--- config.mk ---
export PLATFORM = sky130hd
export DESIGN_NAME = nibble_serial_adder
export DESIGN_NICKNAME = d
export VERILOG_FILES = /design/src/rtl/nibble_serial_adder.sv
export SDC_FILE = /design/constraint.sdc
export NUM_CORES = 1
export LEC_CHECK = 0
export ABC_CLOCK_PERIOD_IN_PS = 1800
export CORE_MARGIN = 5
export CORE_UTILIZATION = 48
export CTS_BUF_LIST = sky130_fd_sc_hd__clkbuf_8
export DETAILED_ROUTE_END_ITERATION = 7
export GPL_TIMING_DRIVEN = 0
export PLACE_DENSITY_LB_ADDON = 0.15
export SETUP_SLACK_MARGIN = 0.15
export SLEW_MARGIN = 20
export SYNTH_ARGS = -nofsm -noshare
export SYNTH_HDL_FRONTEND = slang
export SYNTH_SLANG_ARGS = --single-unit
--- constraint.sdc ---
create_clock -name clk -period 1.8 [get_ports clk]
set_input_delay 0.54 -clock clk [delete_from_list [all_inputs] [get_ports clk]]
set_output_delay 0.54 -clock clk [all_outputs]
set_load 0.01 [all_outputs]
--- src/rtl/nibble_serial_adder.sv ---


module nibble_serial_adder #(
    parameter int NIBBLES = 4
) (
    input  logic                   clk,
    input  logic                   rst_n,
    input  logic                   in_valid,
    output logic                   in_ready,
    input  logic [4*NIBBLES-1:0]   op_a,
    input  logic [4*NIBBLES-1:0]   op_b,
    input  logic                   cin,
`ifdef NIBBLE_SERIAL_ADDER_SUB_EN
    input  logic                   sub,
`endif
    output logic [3:0]             adder_a,
    output logic [3:0]             adder_b,
    output logic                   adder_ci,
    input  logic [3:0]             adder_s,
    input  logic                   adder_co,
    output logic                   out_valid,
    input  logic                   out_ready,
    output logic [4*NIBBLES-1:0]   sum,
    output logic                   cout
);
    localparam int W  = 4 * NIBBLES;
    localparam int CW = (NIBBLES > 1) ? $clog2(NIBBLES) : 1;
    localparam logic [CW-1:0] CNT_LAST = CW'(NIBBLES - 1);

    typedef enum logic [1:0] {
        IDLE = 2'd0,
        RUN  = 2'd1,
        DONE = 2'd2
    } state_t;

    state_t          state_q, state_d;
    logic [W-1:0]    a_sh_q, a_sh_d;
    logic [W-1:0]    b_sh_q, b_sh_d;
    logic [W-1:0]    sum_q, sum_d;
    logic            carry_q, carry_d;
    logic            cout_q, cout_d;
    logic [CW-1:0]   cnt_q, cnt_d;
    logic            in_ready_q, in_ready_d;
    logic            out_valid_q, out_valid_d;
    logic            sub_mode;
    logic [W+3:0]    sum_shift;

`ifdef NIBBLE_SERIAL_ADDER_SUB_EN
    assign sub_mode = sub;
`else
    assign sub_mode = 1'b0;
`endif

    // New nibble enters at the top so nibble 0 lands at sum[3:0] after the last step.
    assign sum_shift = {adder_s, sum_q};

    always_comb begin
        state_d     = state_q;
        a_sh_d      = a_sh_q;
        b_sh_d      = b_sh_q;
        sum_d       = sum_q;
        carry_d     = carry_q;
        cout_d      = cout_q;
        cnt_d       = cnt_q;
        in_ready_d  = in_ready_q;
        out_valid_d = out_valid_q;
        case (state_q)
            IDLE: begin
                if (in_valid) begin
                    a_sh_d     = op_a;
                    b_sh_d     = sub_mode ? ~op_b : op_b;
                    carry_d    = sub_mode ? 1'b1 : cin;
                    cnt_d      = '0;
                    sum_d      = '0;
                    state_d    = RUN;
                    in_ready_d = 1'b0;
                end
            end
            RUN: begin
                sum_d   = sum_shift[W+3:4];
                carry_d = adder_co;
                a_sh_d  = a_sh_q >> 4;
                b_sh_d  = b_sh_q >> 4;
                cnt_d   = cnt_q + CW'(1);
                if (cnt_q == CNT_LAST) begin
                    cout_d      = adder_co;
                    state_d     = DONE;
                    out_valid_d = 1'b1;
                end
            end
            DONE: begin
                if (out_ready) begin
                    state_d     = IDLE;
                    out_valid_d = 1'b0;
                    in_ready_d  = 1'b1;
                end
            end
            default: begin
                state_d     = IDLE;
                in_ready_d  = 1'b1;
                out_valid_d = 1'b0;
            end
        endcase
    end

    always_ff @(posedge clk) begin
        if (!rst_n) begin
            state_q     <= IDLE;
            a_sh_q      <= '0;
            b_sh_q      <= '0;
            sum_q       <= '0;
            carry_q     <= 1'b0;
            cout_q      <= 1'b0;
            cnt_q       <= '0;
            in_ready_q  <= 1'b1;
            out_valid_q <= 1'b0;
        end else begin
            state_q     <= state_d;
            a_sh_q      <= a_sh_d;
            b_sh_q      <= b_sh_d;
            sum_q       <= sum_d;
            carry_q     <= carry_d;
            cout_q      <= cout_d;
            cnt_q       <= cnt_d;
            in_ready_q  <= in_ready_d;
            out_valid_q <= out_valid_d;
        end
    end

    assign adder_a   = a_sh_q[3:0];
    assign adder_b   = b_sh_q[3:0];
    assign adder_ci  = carry_q;
    assign in_ready  = in_ready_q;
    assign out_valid = out_valid_q;
    assign sum       = sum_q;
    assign cout      = cout_q;
endmodule
==> impl_metrics.yaml <==
placed_design:
  dpl.hpwl_um: 3830
  routabilityCongestion: 0.749
  io_buffer_count: 68
  dp_slack_ns: -0.302
clocking:
  numCtsBuffers: 5
  postCtsSetupBuffers: 0
  cts-htree-levels: 2
  clkLatencyLatePin_ns: 0.30
  clk_pin_slew_worst_paths_ns: 0.09
  cts.sinks: 56
  postCtsHoldBufs: 0
  cts.path.max_buffers: 2
  cts_tree: "done"
  cts_resized: 29
  cts_root_buffer: "clkbuf_8"
sta:
  slew_viol_final: 0
  clock_skew_ns: 0.00355
  max_slew_margin_pct: 63.0
  fin_ws_ns: 0.233
  final-hold-violation-count: 0
  worstMarginPinSlew_ns: 0.553
  period_needed_ns: 1.57
  max_freq_mhz: 638
  rsz0062_at_grt: "no"
  post-route-period-util_pct: 87.1
  setup_viol: 0
synth:
  ys_seq_elements: 56
  synth_area_leaders: "dfxtp_1 49%, nor2_1 8.3%, a22oi_1 8.2%, o221ai_2 7.8%, nor2b_1 7.1%"
  synth_cell_type_count: 25
  yosys-top-cells-count: "56 x dfxtp_1, 51 x nor2_1, 26 x nor2b_1"
  synth_edf_count: 0
  ys_async_sr_fraction_pct: 0
  seq_area_frac_synth_pct: 48.8
  yosys.area.top_type: "dfxtp_1"
  syn-num-nets: 277
  synth_cells: 234
  synth_area_mm2: 0.00230
  yosys_warnings: 0
  synth_top_flop_cell: "dfxtp_1"
  synth.most_common_cell: "dfxtp_1"
  syn_area_per_cell_um2: 9.82
  netlist.area_leader.share_pct: 48.8
finish:
  seq_area_mm2: 0.00112
  fin_nets: 352
  multiInputGateArea_um2: 987
  num_antenna_cells: 0
  area_growth_pct: 36.5
  n_fill_cell: 426
  drive_gt1_share_pct: 15.2
power_and_ir_drop:
  p_sw_uw: 637
  internal_power_uw: 2050
  swShare_pct: 23.8
  finalPower_uw: 2680
  powerDensity_mw_per_mm2: 856
  pwr-share-comb_pct: 16.7
  leakagePower_uw: 0.00129
  p_seq_share_pct: 50.7
  max-vdd-ir-drop_mv: 0.413
  power_frac_clock_pct: 32.6
die:
  start_util_pct: 49.0
  die_y_um: 79.2
  pin_count: 70
  die_w_um: 79.2
  fp.dieArea_mm2: 0.00627
  core_area_mm2: 0.00469
  row_count: 25
global_route:
  antenna_found_initial: 0
  grt-ovfl-total: 0
  grt_usage_pct: 17.4
  grt_pass1_wl_um: 8670
  grt_max_degree: 17
  grt_pass1_vias: 1903
setup_path:
  cp_slowest_cell: "dfxtp_1"
  critical_path.top_delay_family: "buffers and inverters"
  cp_data_required_time_ns: 1.26
  crit_path_end_kind: "primary output"
  path_cells: "buf_4, dlygate4sd2_1"
  cp.arrival_ns: 1.03
  path_buf_inv: 2
  critPathLaunchType: "flop"
  worstSetupPathType: "flop to primary output"
  path_max_fanout: 2
  cpPeakStageDelay_ns: 0.33
route:
  vias_per_cell: 5.27
  post-route-drc-count: 0
  wl_per_cell_um: 14.6
  drtIter0Drc: 68
  routed_wl_um: 5300
  drtPass1Iterations: 6
  dr_total_vias: 1917
  drt.antenna.violating_nets: 0
min_path:
  hold_path.class: "flop to flop"
status:
  run_status: "completed"
job:
  cap_viol_max_count: 0
==> layout by cell type, fill, tap and decap left out, types with 2 or more instances in the layout <==
| master | n |
|---|---|
| dfxtp_1 | 56 |
| buf_2 | 11 |
| nor2_1 | 51 |
| dlygate4sd2_1 | 29 |
| clkdlybuf4s50_1 | 39 |
| a21boi_0 | 2 |
| nand2_1 | 3 |
| o21ai_0 | 3 |
| and2_1 | 3 |
| o221ai_2 | 12 |
| clkbuf_1 | 5 |
| a22oi_1 | 25 |
| o221ai_1 | 13 |
| buf_6 | 4 |
| clkbuf_8 | 7 |
| nor2b_1 | 26 |
| buf_4 | 9 |
==> tightest hold or removal path, stage by stage (launching register included) <==
cell and delay [ns]:
dfxtp_1 0.33, nor2_1 0.05, nor2_1 0.06
==> path summary, 6_finish.rpt <==
kind | start | endpoint | slack, ns | depth (start not counted)
setup / recovery | b_sh_q[3] | adder_b[3] | 0.23 | 2
hold / removal | a_sh_q[1] | a_sh_q[1] | 0.47 | 2
setup reg to reg | state_q[0] | a_sh_q[5] | 0.33 | 6
hold reg to reg | a_sh_q[1] | a_sh_q[1] | 0.47 | 2
==> cell type report <==
cell class                      instances  area share (%)
Multi-Input combinational cell        148            31.5
Clock buffer                            7            3.07
Clock inverter                          1           0.957
Timing Repair Buffer                   68            20.5
Inverter                                1           0.120
Sequential cell                        56            35.7
Tap cell                               54            2.15
Buffer                                 29            5.94
==> flip-flops by register name, indices dropped and copies added (netlist names) <==
register	count
sum	16
adder_ci	1
in_ready	1
cout	1
out_valid	1
b_sh_q	16
cnt_q	2
state_q	2
a_sh_q	16
==> stage by stage <==
stage,std cells,utilization (%),TNS (ns),hold WS [ns],area [um^2]
2_1_floorplan,234,-,0,0.441,2300
3_3_place_gp,356,64.9,-8.71,0.449,3050
3_5_place_dp,356,64.9,-8.70,0.461,3050
4_1_cts,364,66.9,0,0.483,3140
5_1_grt,364,66.9,0,0.509,3140
6_report,364,66.9,0,0.474,3140
==> per-layer routing <==
metal	GRT usage, %	wire length (um)	vias to the layer above
met2	27.9	2380	52
met5	0	0	-
li1	-	-	972
met4	4.98	64	0
met1	22.8	2560	887
met3	4.99	299	6
==> power by group through the flow <==
| stage | Combinational [uW] | Sequential [uW] | Clock [uW] |
|---|---|---|---|
| final | 448 | 1360 | 875 |
| after global routing | 493 | 1370 | 966 |
| after floorplan | 265 | 1380 | 0 |
| after CTS | 452 | 1360 | 904 |
| after detailed placement | 470 | 1390 | 0 |
| after global placement | 465 | 1390 | 0 |
==> kinds of logic after synthesis <==
| logic type | count (synthesis) | share of synthesized area (%) |
|---|---|---|
| buf+inv | 30 | 8.27 |
| mux | 1 | 0.436 |
| flops | 56 | 48.8 |
| simple gates | 88 | 18.5 |
| fa+ha+maj | 1 | 0.544 |
| compound gates | 58 | 23.5 |
No activity file was read; power rests on OpenSTA's default activity.
